### src/rtl/control_unit.sv
// Hardwired sequencer for the 16-bit accumulator machine: INIT/IDLE/RUN state, 4-bit
// sequence counter, and combinational decode of every datapath control strobe.
module control_unit (
   input  logic        clk,
   input  logic        reset,
   input  logic        go,
   input  logic [15:0] IR,
   input  logic [15:0] AC,
   input  logic [15:0] DR,
   input  logic        E,
   input  logic        IEN_out,
   input  logic        R_out,
   input  logic        FGI,
   output logic [2:0]  mux_sel,
   output logic [2:0]  alu_op,
   output logic        mem_we,
   output logic        load_AR,
   output logic        inc_AR,
   output logic        clr_AR,
   output logic        load_PC,
   output logic        inc_PC,
   output logic        clr_PC,
   output logic        load_DR,
   output logic        inc_DR,
   output logic        clr_DR,
   output logic        load_AC,
   output logic        inc_AC,
   output logic        clr_AC,
   output logic        load_E,
   output logic        inc_E,
   output logic        clr_E,
   output logic        load_IEN,
   output logic        inc_IEN,
   output logic        clr_IEN,
   output logic        load_R,
   output logic        inc_R,
   output logic        clr_R,
   output logic        load_start,
   output logic        inc_start,
   output logic        clr_start,
   output logic        load_IR,
   output logic        clr_IR,
   output logic        load_TR,
   output logic        clr_TR,
   output logic [3:0]  sc
);

   typedef enum logic [1:0] {StInit, StIdle, StRun} state_e;

   state_e     state_q, state_d;
   logic [3:0] sc_q, sc_d;
   logic       ind;
   logic       rr_skip;

   assign ind = IR[15];
   assign sc  = sc_q;

   // Skip tests all look at the pre-update AC/E, so they OR freely with any writer.
   assign rr_skip = (IR[4] & ~AC[15]) | (IR[3] & AC[15]) | (IR[2] & (AC == 16'h0000)) |
                    (IR[1] & ~E);

   always_ff @(posedge clk or posedge reset) begin
      if (reset) begin
         state_q <= StInit;
         sc_q    <= 4'd0;
      end else begin
         state_q <= state_d;
         sc_q    <= sc_d;
      end
   end

   always_comb begin
      state_d    = state_q;
      sc_d       = sc_q;
      mux_sel    = 3'd0;
      alu_op     = 3'd0;
      mem_we     = 1'b0;
      load_AR    = 1'b0;
      inc_AR     = 1'b0;
      clr_AR     = 1'b0;
      load_PC    = 1'b0;
      inc_PC     = 1'b0;
      clr_PC     = 1'b0;
      load_DR    = 1'b0;
      inc_DR     = 1'b0;
      clr_DR     = 1'b0;
      load_AC    = 1'b0;
      inc_AC     = 1'b0;
      clr_AC     = 1'b0;
      load_E     = 1'b0;
      inc_E      = 1'b0;
      clr_E      = 1'b0;
      load_IEN   = 1'b0;
      inc_IEN    = 1'b0;
      clr_IEN    = 1'b0;
      load_R     = 1'b0;
      inc_R      = 1'b0;
      clr_R      = 1'b0;
      load_start = 1'b0;
      inc_start  = 1'b0;
      clr_start  = 1'b0;
      load_IR    = 1'b0;
      clr_IR     = 1'b0;
      load_TR    = 1'b0;
      clr_TR     = 1'b0;

      if (!reset) begin
         unique case (state_q)
            StInit: begin
               clr_AR    = 1'b1;
               clr_PC    = 1'b1;
               clr_DR    = 1'b1;
               clr_AC    = 1'b1;
               clr_E     = 1'b1;
               clr_IR    = 1'b1;
               clr_TR    = 1'b1;
               clr_IEN   = 1'b1;
               clr_R     = 1'b1;
               clr_start = 1'b1;
               sc_d      = 4'd0;
               state_d   = StIdle;
            end
            StIdle: begin
               sc_d = 4'd0;
               if (go) begin
                  inc_start = 1'b1;
                  state_d   = StRun;
               end
            end
            StRun: begin
               sc_d = sc_q + 4'd1;
               if ((sc_q >= 4'd3) && IEN_out && FGI && !R_out) load_R = 1'b1;

               if (R_out && (sc_q <= 4'd2)) begin
                  // Interrupt cycle: save PC at address 0, resume at address 1.
                  case (sc_q)
                     4'd0: begin
                        clr_AR  = 1'b1;
                        mux_sel = 3'd2;
                        load_TR = 1'b1;
                     end
                     4'd1: begin
                        mux_sel = 3'd6;
                        mem_we  = 1'b1;
                        clr_PC  = 1'b1;
                     end
                     default: begin
                        inc_PC  = 1'b1;
                        clr_IEN = 1'b1;
                        clr_R   = 1'b1;
                        sc_d    = 4'd0;
                     end
                  endcase
               end else begin
                  case (sc_q)
                     4'd0: begin
                        mux_sel = 3'd2;
                        load_AR = 1'b1;
                     end
                     4'd1: begin
                        mux_sel = 3'd7;
                        load_IR = 1'b1;
                        inc_PC  = 1'b1;
                     end
                     4'd2: begin
                        mux_sel = 3'd5;
                        load_AR = 1'b1;
                     end
                     4'd3: begin
                        if (IR[14:12] == 3'd7) begin
                           sc_d = 4'd0;
                           if (!ind) begin
                              // Highest-numbered AC writer wins.
                              if (IR[11]) clr_AC = 1'b1;
                              else if (IR[9]) begin
                                 alu_op  = 3'b011;
                                 load_AC = 1'b1;
                              end else if (IR[7]) begin
                                 alu_op  = 3'b100;
                                 load_AC = 1'b1;
                              end else if (IR[6]) begin
                                 alu_op  = 3'b101;
                                 load_AC = 1'b1;
                              end else if (IR[5]) inc_AC = 1'b1;
                              // A rotate can only drive E when the ALU is not busy with CMA.
                              if (IR[10]) clr_E = 1'b1;
                              else if (IR[8]) inc_E = 1'b1;
                              else if (IR[7]) begin
                                 if (!load_AC || (alu_op == 3'b100)) begin
                                    alu_op = 3'b100;
                                    load_E = 1'b1;
                                 end
                              end else if (IR[6]) begin
                                 if (!load_AC || (alu_op == 3'b101)) begin
                                    alu_op = 3'b101;
                                    load_E = 1'b1;
                                 end
                              end
                              inc_PC = rr_skip;
                              if (IR[0]) begin
                                 clr_start = 1'b1;
                                 state_d   = StIdle;
                              end
                           end else begin
                              inc_PC   = IR[9] & FGI;
                              load_IEN = IR[7];
                              clr_IEN  = IR[6];
                           end
                        end else if (ind) begin
                           mux_sel = 3'd7;
                           load_AR = 1'b1;
                        end
                     end
                     4'd4: begin
                        case (IR[14:12])
                           3'd0, 3'd1, 3'd2, 3'd6: begin
                              mux_sel = 3'd7;
                              load_DR = 1'b1;
                           end
                           3'd3: begin
                              mux_sel = 3'd4;
                              mem_we  = 1'b1;
                              sc_d    = 4'd0;
                           end
                           3'd4: begin
                              mux_sel = 3'd1;
                              load_PC = 1'b1;
                              sc_d    = 4'd0;
                           end
                           3'd5: begin
                              mux_sel = 3'd2;
                              mem_we  = 1'b1;
                              inc_AR  = 1'b1;
                           end
                           default: ;
                        endcase
                     end
                     4'd5: begin
                        case (IR[14:12])
                           3'd0: begin
                              alu_op  = 3'b000;
                              load_AC = 1'b1;
                              sc_d    = 4'd0;
                           end
                           3'd1: begin
                              alu_op  = 3'b001;
                              load_AC = 1'b1;
                              load_E  = 1'b1;
                              sc_d    = 4'd0;
                           end
                           3'd2: begin
                              alu_op  = 3'b010;
                              load_AC = 1'b1;
                              sc_d    = 4'd0;
                           end
                           3'd5: begin
                              mux_sel = 3'd1;
                              load_PC = 1'b1;
                              sc_d    = 4'd0;
                           end
                           3'd6: inc_DR = 1'b1;
                           default: ;
                        endcase
                     end
                     4'd6: begin
                        if (IR[14:12] == 3'd6) begin
                           mux_sel = 3'd3;
                           mem_we  = 1'b1;
                           inc_PC  = (DR == 16'h0000);
                           sc_d    = 4'd0;
                        end
                     end
                     default: ;
                  endcase
               end
            end
            default: state_d = StInit;
         endcase
      end
   end

endmodule

### config.mk
export PLATFORM = sky130hd
export DESIGN_NAME = control_unit
export DESIGN_NICKNAME = d
export VERILOG_FILES = /design/src/rtl/control_unit.sv
export SDC_FILE = /design/constraint.sdc
export NUM_CORES = 1
export LEC_CHECK = 0
export ABC_AREA = 1
export CORE_MARGIN = 4
export CORE_UTILIZATION = 33
export DETAILED_ROUTE_END_ITERATION = 6
export PLACE_DENSITY = 0.77
export SYNTH_ARGS = -nofsm -noshare
export SYNTH_HDL_FRONTEND = slang
export SYNTH_SLANG_ARGS = --single-unit
### constraint.sdc
create_clock -name clk -period 1.7 [get_ports clk]
set_input_delay 0.34 -clock clk [delete_from_list [all_inputs] [get_ports clk]]
set_output_delay 0.34 -clock clk [all_outputs]
set_load 0.03 [all_outputs]
== Word level (Yosys, flattened, before mapping) ==
Cells that the tools add are included.
Operators by class
  equal/unequal tests: 23
  div/mod/pow operators: 0
  bitwise logic cells: 11
  reduce and logical (&&, ||, !) cells: 24
  shifts and indexed selects: 0
  $lt $le $gt $ge: 2
  multiplexer cells: 193
  multipliers: 0
  add/subtract/negate cells: 1
Operators by type and width (count)
  $mux 1: 133
  $mux 3: 26
  $logic_not 16->1: 2
  $mux 4: 6
  $pmux 1 s2: 12
  $pmux 3 s7: 1
  $eq 3x3->1 const B: 6
  $pmux 4 s4: 1
  $mux 2: 7
  $eq 4x3->1 const B: 3
  $pmux 3 s2: 2
  $pmux 3 s4: 1
  $ne 2x2->1 const B: 5
  $reduce_or 2->1: 5
  $eq 4x2->1 const B: 2
  $pmux 4 s2: 1
  $reduce_or 4->1: 2
  $reduce_and 7->1: 1
  $eq 3x2->1 const B: 2
  $pmux 2 s3: 1
  $and 1x1->1: 5
  $add 4x1->4 const B: 1
  $eq 4x1->1 const B: 1
  $ge 4x2->1 const B: 1
  18 further kinds: 27
Word-level totals
  logic and storage cells: 256
  ROM bits: 0
  output and inout port bits: 39
  memories: 0
  input port bits: 55
  RAM bits: 0
  latch bits: 0
  flip-flop bits (word level): 6

== Longest topological paths before layout ==
Gate-level depths: netlist of run 1.
  depth after elaboration: 23
  depth in mapped cells: 11
  mapped depth without buffers: 10

== Worst setup path after synthesis of run 1 ==
OpenSTA, ideal clock, no wires.
  kind: reg2out
  start: register sc_q[0] (netlist: sc[0])
  end: output inc_DR
  cell stages (with the launch flop): 9
  slack: -0.741 ns
  arrival: 2.101 ns
  data required time: 1.360 ns
  path buffers: 1
  path through: dfrtp_1 > inv_1 > ha_1 > nor2_2 > nor2_4 > nand2_2 > nand2_1 > buf_2 > nor3_1
On the way
  longest elaborated chain between the ends: 5
  elaborated cells on any way between the ends: 7
  classes of those cells: order compare: 1; eq/ne: 1; mux: 4; reduce/logical: 1
Ends and longest elaborated chain
  start: declaration: RTL line 51  | logic [3:0] sc_q, sc_d;
  start signal: assignment: RTL line 65  | sc_q <= 4'd0;
  start signal: assignment: RTL line 68  | sc_q <= sc_d;
  $le 4x2->1 or $eq 4x3->1 (tied branches): RTL line 134, 155
  $logic_and 1x1->1 or $mux 1 (tied branches): RTL line 134, 155
  $mux 1 (*): RTL line 134  | if (R_out && (sc_q <= 4'd2)) begin
  $mux 1 (*): RTL line 108  | unique case (state_q)
  $mux 1 (*): RTL line 107  | if (!reset) begin
  end: declaration: RTL line 24  | output logic inc_DR,
Every way passes the cells marked *; elsewhere a longest branch is shown, timed or not.

== Final worst setup path of run 1 ==
  start: register sc_q[1] (netlist: sc[1])
  end: output mem_we
On the way
  longest elaborated chain between the ends: 5
  elaborated cells on any way between the ends: 10
  classes of those cells: order compare: 1; eq/ne: 3; mux: 5; reduce/logical: 1
Ends and longest elaborated chain
  $le 4x2->1, or another cell as far along: RTL line 134
  $logic_and 1x1->1, or another cell as far along: RTL line 134
  $mux 1 (*): RTL line 134
  $mux 1 (*): RTL line 108
  $mux 1 (*): RTL line 107
  end: declaration: RTL line 16  | output logic mem_we,
Marks and branches as above.

==> results.json, run 1 <==
{
  "netlist.area_leader.share_pct": 14.44,
  "cts.sinks": 6,
  "p_leak_nw": 1.620,
  "grt_max_degree": 8,
  "hold_viol_final": 0,
  "violations": "negative setup slack",
  "place_inst": 452,
  "clockPowerShare_pct": 9.7,
  "cpPeakStageDelay_ns": 0.44,
  "ir_worst_vdd_uv": 985.6,
  "cp.arrival_ns": 1.82,
  "fmax_ghz": 0.4626,
  "final_nets": 484,
  "initial_core_util_pct": 34.60,
  "post-route-period-util_pct": 127.2,
  "cts_buffer_depth": 2,
  "start_kind": "flip-flop",
  "first_global_vias": 2339,
  "ys_seq_area_share_pct": 10.70,
  "min_path_type": "primary input to async pin",
  "worstSkewPairLatency_ns": 0.23,
  "path_class": "flip-flop to output pin",
  "drc_errors": 0,
  "ios": 94,
  "crit_path_max_fanout": 6,
  "slowest_stage": "dfrtp_2",
  "synth_top_cell_by_area": "nand2_1",
  "cts_made_buffers": 3,
  "drt-initial-drc-count": 78,
  "path_clk_slew_ns": 0.04,
  "syn_inst": 257,
  "cts_tree": "built",
  "cellPowerDensity_nw_per_um2": 697.5,
  "ant_nets": 0,
  "syn_to_final_growth_pct": 144.2,
  "rows": 23,
  "dp_slack_ns": -0.5146,
  "antenna_cells": 0,
  "die_x_um": 73.23,
  "routabilityCongestion": 0.8564,
  "die_y_um": 73.23,
  "yosys-top-cells-area": "nand2_1, nor2_1, inv_1, dfrtp_1, nand3_1",
  "p_int_w": 0.001263,
  "synth_cell_types": 32,
  "dr.pass1.iters": 4,
  "worst_slack_ns": -0.4618,
  "p_seq_share_pct": 8.8,
  "drv_slew": 0,
  "ys_ff_latch": 6,
  "path_buf_inv": 3,
  "final_cell_count_no_fill": 474,
  "globalRouteTotalUtil_pct": 23.47,
  "htree_levels": 1,
  "vias": 2260,
  "synth.avg_cell_area_sq_um": 5.462,
  "gr-total-overflow": 0,
  "status": "finished, violations left",
  "sw_frac_of_total_pct": 47.20,
  "maxCapViolCount": 0,
  "path_cells": "ha_4 > nor2_4 > nor2_4 > nand2_4 > buf_6 > inv_6 > a21oi_4 > a21boi_4 > buf_6",
  "comb_power_share_pct": 81.5,
  "critical_path.top_delay_family": "flip-flops",
  "die_area_sq_um": 5362,
  "rsz0062_at_grt": "yes",
  "layout-drive-gt1-share_pct": 49.53,
  "cts_hold_buf": 0,
  "antenna_found_initial": 0,
  "clock-root-buffer": "clkbuf_8",
  "ys_warn_count": 0,
  "crit_path_end_kind": "output pin",
  "fin_worst_skew_ns": 0.002235,
  "portBuffers": 90,
  "post_drt_via_cell_ratio": 4.768,
  "power.switching_w": 0.001129,
  "setup_violations": 31,
  "grt_pass1_wl_um": 10050,
  "wl_per_cell_um": 13.91,
  "design.core.area_sq_um": 4058,
  "critPathRequiredTime_ns": 1.36,
  "drt_wl_total_um": 6593,
  "syn_area_sq_um": 1404,
  "fin_crit_ns": 2.162,
  "dp_hpwl_um": 5013
}
-- worst register-to-register path, delay by kind of cell, from the launching register on --
family	cells	cell delay (ns)
AO/OA/AOI/OAI	1	0.17
adder cells (fa/ha/maj)	1	0.19
buffers and inverters	4	0.41
flip-flops	1	0.44
AND/OR/NAND/NOR	4	0.43
-- repair_timing --
action,in CTS,in global routing
endpoints found under the hold margin,0,0
pin swaps,11,18
cloned,0,0
setup buffers,14,5
setup endpoints to repair,35,32
gates resized for setup,71,25
-- routing by layer --
metal	GRT usage [%]	part of all wire, %	wire (um)
met1	25.00	37	2417
met2	48.06	56	3697
met3	1.928	5.3	352
met4	5.738	1.9	126
met5	0	0	0
-- Yosys cell counts --
library cell	instances
nand2_1	54
nor2_1	48
inv_1	43
nand3_1	17
o21ai_0	14
nor3_1	8
a21oi_1	7
buf_4	6
dfrtp_1	6
nor2_4	6
inv_2	5
nand2_2	5
nand4_1	5
o21ai_1	5
ha_1	4
a21oi_2	3
nor2_2	3
nand3_2	2
nor4_2	2
xor2_1	2
a21boi_2	1
a22oi_1	1
a31oi_1	1
and2_0	1
buf_2	1
buf_6	1
conb_1	1
nand2_4	1
nand3_4	1
o21ai_2	1
o31ai_1	1
or2_2	1
-- cell families (layout without fill, tap and decap cells) --
family,Yosys count,count (layout),share of synthesized area (%)
AND/OR/NAND/NOR,154,154,52.94
buffers and inverters,56,221,17.20
AO/OA/AOI/OAI,34,34,14.08
flip-flops,6,6,10.69
adder cells (fa/ha/maj),4,4,3.565
XOR/XNOR,2,2,1.248
other,1,3,0.2671
-- layout make-up --
type	count	area (sq um)
Clock buffer	4	45.04
Fill cell	234	629.4
Inverter	48	190.2
Multi-Input combinational cell	197	1423
Sequential cell	6	153.9
Tap cell	50	62.56
Timing Repair Buffer	169	1554
-- registers in the layout (all words and copies together) (netlist names) --
name / count
state_q: 2
sc: 4
-- path summary, 6_finish.rpt --
path / to / start / slack (ns) / cells after the start
setup reg to reg: sc[2]$_DFFE_PP0P_ / sc[1]$_DFFE_PP0P_ / -0.06 / 10
min in group clk: state_q[1]$_DFFE_PP0P_ / state_q[1]$_DFFE_PP0P_ / 0.61 / 3
max in group asynchronous: sc[1]$_DFFE_PP0P_ / reset / 1.32 / 3
hold reg to reg: state_q[1]$_DFFE_PP0P_ / state_q[1]$_DFFE_PP0P_ / 0.61 / 3
setup / recovery: mem_we / sc[1]$_DFFE_PP0P_ / -0.46 / 9
hold / removal: sc[2]$_DFFE_PP0P_ / reset / 0.25 / 3
-- power groups by stage --
stage               Clock [W]  Combinational, W  Sequential [W]
finish               0.000232           0.00195        0.000212
global route         0.000244           0.00207        0.000217
CTS                  0.000238           0.00183        0.000211
detailed placement          0           0.00154        0.000207
global placement            0           0.00152        0.000206
floorplan                   0          0.000811        0.000244
-- through the flow --
| stage | hold WS [ns] | instance area [sq um] | utilization [%] | total power (W) | setup TNS [ns] |
|---|---|---|---|---|---|
| after floorplan | 0.1471 | 1615 | - | 0.001055 | -4.701 |
| after detailed placement | 0.5736 | 2887 | 71.14 | 0.001745 | -11.88 |
| final | 0.2506 | 3428 | 84.49 | 0.002391 | -9.989 |
| after global routing | 0.2749 | 3428 | 84.49 | 0.002531 | -12.10 |
| after CTS | 0.2445 | 3286 | 80.97 | 0.002276 | -9.152 |
| after global placement | 0.5579 | 2887 | 71.14 | 0.001721 | -11.18 |
-- layout by cell type (no fill, tap or decap), types with 2 or more instances in the layout --
cell type	instances
nor3_2	4
nand2_4	3
nand2_1	47
dfrtp_1	3
clkdlybuf4s50_1	50
nor2_4	14
nand4_1	5
nor3_4	3
a21oi_1	2
dlygate4sd2_1	7
inv_1	28
nor4_4	2
buf_6	35
inv_2	17
o21ai_0	10
clkbuf_8	3
nor2_1	39
xor2_1	2
nand3_2	6
conb_1	3
o21ai_1	2
buf_4	75
nand3_1	10
ha_4	3
dfrtp_2	3
nor2_2	4
inv_4	2
o21ai_4	5
o21ai_2	3
nand2_2	9
a21oi_4	5
nand3_4	4
a21oi_2	3
(Power assumes the default switching activity.)
==> inputs of run 2 (changes only) <==
--- a/config.mk
+++ b/config.mk
@@ -8,6 +8,7 @@
 export ABC_AREA = 1
 export CORE_MARGIN = 4
 export CORE_UTILIZATION = 33
+export CTS_CLUSTER_DIAMETER = 150
 export DETAILED_ROUTE_END_ITERATION = 6
 export PLACE_DENSITY = 0.77
 export SYNTH_ARGS = -nofsm -noshare
==> results of run 2 <==
Same layout as run 1: the final DEF is identical, and so are final timing and power.
